File: src/rtl/bitserial_logic_seq.sv
// Bit-serial sequencer feeding a 1-bit logic unit LSB first and reassembling its result word.
// Optional BSLS_SELFCHECK_EN adds chk_err, comparing the serial result against a parallel reference.
module bitserial_logic_seq #(
    parameter  int WIDTH = 8,
    localparam int CNT_W = $clog2(WIDTH)
) (
    input  logic             clk,
    input  logic             rst_n,
    input  logic             start_valid,
    output logic             start_ready,
    input  logic [1:0]       op,
    input  logic [WIDTH-1:0] opa,
    input  logic [WIDTH-1:0] opb,
    output logic             alu_a,
    output logic             alu_b,
    output logic             alu_i0,
    output logic             alu_i1,
    input  logic             alu_oput,
    output logic             res_valid,
    input  logic             res_ready,
    output logic [WIDTH-1:0] result,
    output logic             busy,
`ifdef BSLS_SELFCHECK_EN
    output logic             chk_err,
`endif
    output logic [1:0]       dbg_state
);

    typedef enum logic [1:0] {
        S_IDLE = 2'd0,
        S_RUN  = 2'd1,
        S_DONE = 2'd2
    } state_t;

    // Handshakes: a transfer happens on a rising edge where valid and ready are both high;
    // the producer holds its payload stable until then, ready never depends on valid.

    state_t             state_q;
    logic [CNT_W-1:0]   cnt_q;
    logic [CNT_W-1:0]   cnt_d;
    logic [1:0]         op_q;
    logic [WIDTH-1:0]   opa_q;
    logic [WIDTH-1:0]   opb_q;
    logic [WIDTH-1:0]   result_q;
    logic [WIDTH-1:0]   result_d;
    logic               start_ready_q;
    logic               res_valid_q;
    logic               busy_q;
    logic               last_bit;

    assign last_bit = (cnt_q == CNT_W'(WIDTH - 1));
    assign cnt_d    = cnt_q + 1'b1;

    always_comb begin
        result_d        = result_q;
        result_d[cnt_q] = alu_oput;
    end

    always_ff @(posedge clk) begin
        if (!rst_n) begin
            state_q       <= S_IDLE;
            cnt_q         <= '0;
            op_q          <= '0;
            opa_q         <= '0;
            opb_q         <= '0;
            result_q      <= '0;
            start_ready_q <= 1'b1;
            res_valid_q   <= 1'b0;
            busy_q        <= 1'b0;
        end else begin
            case (state_q)
                S_IDLE: begin
                    if (start_valid) begin
                        op_q          <= op;
                        opa_q         <= opa;
                        opb_q         <= opb;
                        result_q      <= '0;
                        cnt_q         <= '0;
                        state_q       <= S_RUN;
                        start_ready_q <= 1'b0;
                        busy_q        <= 1'b1;
                    end
                end
                S_RUN: begin
                    result_q <= result_d;
                    if (last_bit) begin
                        cnt_q       <= '0;
                        state_q     <= S_DONE;
                        res_valid_q <= 1'b1;
                    end else begin
                        cnt_q <= cnt_d;
                    end
                end
                S_DONE: begin
                    if (res_ready) begin
                        state_q       <= S_IDLE;
                        res_valid_q   <= 1'b0;
                        busy_q        <= 1'b0;
                        start_ready_q <= 1'b1;
                    end
                end
                default: begin
                    state_q       <= S_IDLE;
                    start_ready_q <= 1'b1;
                    res_valid_q   <= 1'b0;
                    busy_q        <= 1'b0;
                end
            endcase
        end
    end

    // Opcode pins come only from the latched op, so start_* never reaches the unit combinationally.
    assign alu_a       = op_q[1];
    assign alu_b       = op_q[0];
    assign alu_i0      = (state_q == S_RUN) & opa_q[cnt_q];
    assign alu_i1      = (state_q == S_RUN) & opb_q[cnt_q];
    assign start_ready = start_ready_q;
    assign res_valid   = res_valid_q;
    assign busy        = busy_q;
    assign result      = result_q;
    assign dbg_state   = state_q;

`ifdef BSLS_SELFCHECK_EN
    logic [WIDTH-1:0] ref_word;

    always_comb begin
        ref_word = '0;
        case (op_q)
            2'b00:   ref_word = opa_q & opb_q;
            2'b01:   ref_word = opa_q | opb_q;
            2'b10:   ref_word = opa_q ^ opb_q;
            default: ref_word = ~opa_q;
        endcase
    end

    assign chk_err = (state_q == S_DONE) && (result_q != ref_word);
`endif

endmodule
File: config.mk
export PLATFORM = sky130hd
export DESIGN_NAME = bitserial_logic_seq
export DESIGN_NICKNAME = d
export VERILOG_FILES = /design/src/rtl/bitserial_logic_seq.sv
export SDC_FILE = /design/constraint.sdc
export NUM_CORES = 1
export LEC_CHECK = 0
export CELL_PAD_IN_SITES_DETAIL_PLACEMENT = 1
export CELL_PAD_IN_SITES_GLOBAL_PLACEMENT = 1
export CORE_ASPECT_RATIO = 1.2
export CORE_MARGIN = 1
export CORE_UTILIZATION = 38
export CTS_CLUSTER_SIZE = 20
export DETAILED_ROUTE_END_ITERATION = 10
export PLACE_DENSITY = 0.87
export SLEW_MARGIN = 10
export SYNTH_ARGS = -nofsm -noshare
export SYNTH_HDL_FRONTEND = slang
export SYNTH_SLANG_ARGS = --single-unit
File: constraint.sdc
create_clock -name clk -period 5.05 [get_ports clk]
set_input_delay 1.515 -clock clk [delete_from_list [all_inputs] [get_ports clk]]
set_output_delay 1.515 -clock clk [all_outputs]
set_load 0.01 [all_outputs]
==> results of run 1 <==
metal layers:
| metal | share of wire, % | routed length [um] |
|---|---|---|
| met1 | 44 | 1680 |
| met2 | 51 | 1930 |
| met5 | 0 | 0 |
| met4 | 1.5 | 57 |
| met3 | 3.9 | 151 |
cell families after synthesis:
group / synth area share [%]
adders and majority gates: 1.57
AOI/OAI and AO/OA: 24.1
buffers and inverters: 4.47
and+or+nand+nor: 23.5
DFF: 42.6
muxes: 3.76
sequential cells by signal, indices dropped and copies added (netlist names):
signal and flops:
result 8, busy 1, cnt_q 3, opa_q 8, dbg_state 2, start_ready 1
op_q 2, opb_q 8, res_valid 1
final cells by class:
class,instances,area [sq um],share of cell area [%]
clock inverters,3,40.0,1.90
well taps,54,67.6,3.21
clock buffers,5,68.8,3.27
repair buffers,39,390,18.5
multi-input cells,136,845,40.1
inverters,4,15.0,0.713
flip-flops and latches,34,681,32.3
Yosys cell counts:
master and n:
a21boi_0 26, a21boi_1 3, a21oi_1 3, a22oi_1 2, and2_1 1, and3_1 2, buf_1 1, buf_2 5
clkbuf_1 6, clkbuf_2 1, dfxtp_1 34, ha_1 2, inv_1 4, mux2i_1 6, nand2_1 41, nand2b_1 5
nand3_1 2, nand3b_1 1, nand4_1 1, nor2_1 4, nor2b_1 4, nor3_1 2, nor3b_1 4, nor3b_2 1
o2111ai_1 1, o211ai_1 8, o21ai_0 2, o21bai_1 1, o22a_1 1, o22ai_1 1, o2bb2ai_1 1, o311ai_0 2
o31a_1 1, or3_1 6, or3b_1 1, or3b_2 1
worst max-delay path, stage by stage, from the launching register on:
cell and delay (ns):
dfxtp_1 0.63, nor2b_1 0.41, inv_1 0.07, o211ai_1 0.22, clkdlybuf4s50_1 0.57
worst min path at each step:
| stage | startpoint | cells past startpoint | to |
|---|---|---|---|
| 2_1_floorplan | opb_q[0]$_SDFFE_PN0P_ | 2 | opb_q[0]$_SDFFE_PN0P_ |
| 3_3_place_gp | opb_q[5]$_SDFFE_PN0P_ | 2 | opb_q[5]$_SDFFE_PN0P_ |
| 3_5_place_dp | opa_q[1]$_SDFFE_PN0P_ | 2 | opa_q[1]$_SDFFE_PN0P_ |
| 4_1_cts | op_q[1]$_SDFFE_PN0P_ | 2 | op_q[1]$_SDFFE_PN0P_ |
| 5_1_grt | opb_q[6]$_SDFFE_PN0P_ | 2 | opb_q[6]$_SDFFE_PN0P_ |
| 6_report | op_q[1]$_SDFFE_PN0P_ | 2 | op_q[1]$_SDFFE_PN0P_ |
through the flow:
stage	utilization, %	instances
after global placement	50.3	267
after global routing	53.0	275
after floorplan	-	187
after detailed placement	50.3	267
after CTS	53.0	275
final	53.0	275
power by group through the flow:
| stage | logic, uW | clock network [uW] | registers, uW |
|---|---|---|---|
| finish | 73.0 | 248 | 293 |
| global route | 81.7 | 269 | 295 |
| CTS | 74.4 | 257 | 293 |
| detailed placement | 73.7 | 0 | 299 |
| global placement | 71.1 | 0 | 299 |
| floorplan | 41.2 | 0 | 295 |
cells in the final DEF, fill, tap and decap left out, types with 5 or more instances in the layout:
master	instances
clkbuf_8	5
a21boi_0	26
clkdlybuf4s50_1	39
dfxtp_1	34
mux2i_1	6
nand2b_1	5
o211ai_1	8
nand2_1	41
or3_1	6
==> out/qor.yml, run 1 <==
run_status:
  status: "complete, no violations"
power:
  powerDensity_nw_per_um2: 292
  clkPwrFrac_pct: 40.4
  leakagePower_uw: 0.000718
  combinationalPowerShare_pct: 11.9
  ir_worst_vdd_mv: 0.196
  switchingPower_uw: 149
  total_power_uw: 615
  switching_share_pct: 24.3
  internal_power_uw: 466
  power_frac_seq_pct: 47.7
sta:
  setup_ws_ns: 1.34
  worst_pin_slew_ns: 1.04
  skew_ns: 0.00787
  slew_violations: 0
  finalCritPeriodShare_pct: 73.5
  hold_viol: 0
  rsz0062_at_grt: "false"
  hold_slack_ns: 0.467
  finalSetupViolations: 0
  period_needed_ns: 3.71
  relSlewSlack_pct: 30.1
  max_freq_mhz: 269
  totalNegativeSetupSlack_ns: 0
synthesis:
  netlist.area_leader.share_pct: 42.6
  postSynthAreaPerCell_sq_um: 8.54
  ys_seq_elements: 34
  synth_area_sq_um: 1600
  yosysTopAreaCell: "dfxtp_1"
  synth_nets: 212
  yosysWarnings: 0
  yosys-top-cells-area: "dfxtp_1, a21boi_0, nand2_1, mux2i_1, o211ai_1"
  synth-seq-area-share_pct: 42.6
  syn_inst: 187
  yosysUniqueCellTypes: 36
global_route:
  grt_util_all_layers_pct: 19.9
  grtUsageMet1_pct: 23.1
  gr-usage-met3_pct: 6.21
  first_global_vias: 1437
  antenna_found_initial: 0
  grt-ovfl-total: 0
  grt.busiest_layer: "met2"
  grt_pass1_wl_um: 6540
  met2_usage_pct: 33.9
  grt_max_degree: 35
critical_path:
  ff2ff_path_depth: 3
  endpoint: "alu_i1"
  cp.required_ns: 3.54
  worstReg2RegEnd: "opb_q[2]$_SDFFE_PN0P_"
  crit_path_start_kind: "flop"
  end_kind: "primary output"
  r2r_start: "dbg_state[0]$_SDFFE_PN0P_"
  crit_fanout: 17
  worst-setup-path-type: "reg -> out"
  ff2ff_setup_slack_ns: 3.25
  crit_path_start: "dbg_state[0]$_SDFFE_PN0P_"
  crit_arrival_ns: 2.20
route:
  wl_per_cell_um: 13.9
  via_per_inst: 5.21
  drtPass1Iterations: 4
  wirelength_um: 3820
  ant_nets: 0
  drc: 0
  num_vias: 1434
  drt_iter0_markers: 31
place:
  hpwl_um: 2570
  pre_cts_slack_ns: 1.60
  portBuffers: 39
  placed_cell_area_sq_um: 2000
  gp_congestion: 0.726
floorplan:
  die_x_um: 61.2
  row_count: 25
  die_h_um: 73.0
  start_util_pct: 40.2
  boundaryPins: 40
  dieArea_sq_um: 4470
  core_area_sq_um: 3970
finish:
  num-fill-cells: 490
  drive_gt1_share_pct: 4.52
  syn_to_final_growth_pct: 32.0
  nNetsFinal: 245
  fin_area_sq_um: 2110
  antenna_cells: 0
run:
  cap_viol_max_count: 0
clock_network:
  post_cts_buffers: 0
  cts_hold_buf: 0
  cts_resized: 0
  clockRootBuffer: "clkbuf_8"
  htreeDepth: 2
  cts_buffers: 5
  path_clk_slew_ns: 0.07
  cts_tree: "built"
  numClockSinks: 34
  clockBufferDepth: 2
  insertion_delay_ns: 0.30
min_path:
  worstHoldPathType: "reg -> reg"
Note: power is estimated with default switching activity, not from simulation.
==> run 2, diff against run 1 <==
--- a/config.mk
+++ b/config.mk
@@ -9,10 +9,10 @@
 export CELL_PAD_IN_SITES_GLOBAL_PLACEMENT = 1
 export CORE_ASPECT_RATIO = 1.2
 export CORE_MARGIN = 1
-export CORE_UTILIZATION = 38
+export CORE_UTILIZATION = 35
 export CTS_CLUSTER_SIZE = 20
 export DETAILED_ROUTE_END_ITERATION = 10
-export PLACE_DENSITY = 0.87
+export PLACE_DENSITY = 0.82
 export SLEW_MARGIN = 10
 export SYNTH_ARGS = -nofsm -noshare
 export SYNTH_HDL_FRONTEND = slang
==> constraint.sdc (replaced) <==
create_clock -name clk -period 3.7 [get_ports clk]
set_input_delay 1.11 -clock clk [delete_from_list [all_inputs] [get_ports clk]]
set_output_delay 1.11 -clock clk [all_outputs]
set_load 0.01 [all_outputs]
==> run 2 against run 1 <==
Net effect:
- via count is 0.56% lower
- sequential share of layout area is 0.11 points lower
- clock skew is 0.0013 ns higher
- die area is 8.3% higher
- register-to-register slack worse by 1.2 ns
- power is 36% higher
- combinational power is 37% higher
==> out/qor.yml, run 2 (synthesis results as in run 1) <==
run_status:
  status: "complete, no violations"
critical_path:
  ff2ff_setup_slack_ns: 2.02
  path_depth: 4
  crit_path_start: "cnt_q[1]$_SDFFE_PN0P_"
  slowest_delay_ns: 0.68
  worstPathCellList: "nand2_1 -> o22ai_1 -> o31a_1 -> clkdlybuf4s50_1"
  worstReg2RegEnd: "result[0]$_SDFFE_PN0P_"
  endpoint: "alu_i0"
  crit_fanout: 14
  end_kind: "primary output"
  crit_path_start_kind: "flop"
  crit_arrival_ns: 2.13
  ff2ff_path_depth: 3
  r2r_start: "dbg_state[0]$_SDFFE_PN0P_"
  cpMaxStageDelayCell: "dfxtp_1"
  critical_path.top_delay_family: "flip-flops"
  path_buf_inv: 1
  cp.required_ns: 2.59
  worst-setup-path-type: "reg -> out"
sta:
  slew_violations: 0
  skew_ns: 0.00916
  hold_viol: 0
  relSlewSlack_pct: 34.6
  hold_slack_ns: 0.465
  worst_pin_slew_ns: 0.978
  finalSetupViolations: 0
  finalCritPeriodShare_pct: 87.5
  rsz0062_at_grt: "false"
  max_freq_mhz: 309
  period_needed_ns: 3.24
  totalNegativeSetupSlack_ns: 0
global_route:
  grt_pass1_wl_um: 6590
  grt-ovfl-total: 0
  antenna_found_initial: 0
  grt_util_all_layers_pct: 17.8
  first_global_vias: 1386
  grt_max_degree: 35
clock_network:
  cts_buffers: 5
  clockRootBuffer: "clkbuf_8"
  path_clk_slew_ns: 0.07
  insertion_delay_ns: 0.29
  cts_hold_buf: 0
  numClockSinks: 34
  htreeDepth: 2
  cts_resized: 0
  cts_tree: "built"
  clockBufferDepth: 2
  post_cts_buffers: 0
floorplan:
  boundaryPins: 40
  die_x_um: 63.7
  row_count: 26
  die_h_um: 76.0
  core_area_sq_um: 4330
  start_util_pct: 36.9
  dieArea_sq_um: 4840
place:
  hpwl_um: 2640
  portBuffers: 39
  gp_congestion: 0.733
finish:
  seqCellArea_sq_um: 681
  drive_gt1_share_pct: 4.05
  antenna_cells: 0
  final_cell_mix: "nand2_1, clkdlybuf4s50_1, dfxtp_1"
  nNetsFinal: 246
  num-fill-cells: 512
  multi_input_area_sq_um: 845
  syn_to_final_growth_pct: 32.4
  final_common_cell: "nand2_1"
route:
  num_vias: 1426
  via_per_inst: 5.13
  wl_per_cell_um: 13.7
  drc: 0
  ant_nets: 0
  drtPass1Iterations: 4
  drt_iter0_markers: 74
  wirelength_um: 3820
power:
  leakagePower_uw: 0.000718
  ir_worst_vdd_mv: 0.192
  powerDensity_nw_per_um2: 395
min_path:
  worstHoldPathType: "reg -> reg"
run:
  cap_viol_max_count: 0
run 2: power by group:
group          switching [uW]  internal [uW]  leakage (uW)
Clock                     135            202     0.0000524
Sequential               16.7            383      0.000278
Combinational            44.8           55.2      0.000387
run 2: worst min-delay path by stage:
stage | endpoint | depth (start not counted) | from | slack, ns
final | opb_q[5]$_SDFFE_PN0P_ | 2 | opb_q[5]$_SDFFE_PN0P_ | 0.46
after floorplan | opb_q[0]$_SDFFE_PN0P_ | 2 | opb_q[0]$_SDFFE_PN0P_ | 0.44
after CTS | opb_q[5]$_SDFFE_PN0P_ | 2 | opb_q[5]$_SDFFE_PN0P_ | 0.47
after detailed placement | opb_q[5]$_SDFFE_PN0P_ | 2 | opb_q[5]$_SDFFE_PN0P_ | 0.46
after global placement | opb_q[7]$_SDFFE_PN0P_ | 2 | opb_q[7]$_SDFFE_PN0P_ | 0.46
after global routing | op_q[1]$_SDFFE_PN0P_ | 2 | op_q[1]$_SDFFE_PN0P_ | 0.49
run 2: tightest hold or removal path, cell delays in order, from the launching register on:
cell      delay, ns
dfxtp_1        0.31
nand2_1        0.04
a21boi_0       0.06
run 2: area by class of cell:
class | instances | share of cell area, %
clock inverter | 1 | 1.42
multi-input combinational | 136 | 39.9
clock buffer | 7 | 3.61
tap | 56 | 3.31
inverter | 4 | 0.710
timing repair buffer | 40 | 18.8
sequential | 34 | 32.2
run 2: through the flow:
stage	std cells	cell area [sq um]	setup slack, ns	util (%)	total power, uW
finish	278	2110	0.461	48.9	836
global route	278	2110	0.301	48.9	877
CTS	278	2110	0.403	48.9	848
detailed placement	270	2010	0.762	46.4	510
global placement	270	2010	0.774	46.4	507
floorplan	187	1600	1.36	-	459
run 2: metal layers:
layer	wire length, um	vias up	part of all wire [%]	track usage [%]
met2	2010	27	53	31.5
met1	1620	674	42	20.3
met4	61	0	1.6	6.14
met5	0	-	0	0
li1	-	719	-	-
met3	122	6	3.2	4.64
==> run 3, diff against run 2 <==
--- a/config.mk
+++ b/config.mk
@@ -12,6 +12,7 @@
 export CORE_UTILIZATION = 35
 export CTS_CLUSTER_SIZE = 20
 export DETAILED_ROUTE_END_ITERATION = 10
+export HOLD_SLACK_MARGIN = 0.12
 export PLACE_DENSITY = 0.82
 export SLEW_MARGIN = 10
 export SYNTH_ARGS = -nofsm -noshare
==> results of run 3 <==
Same layout as run 2: the final DEF is identical, and so are final timing and power.
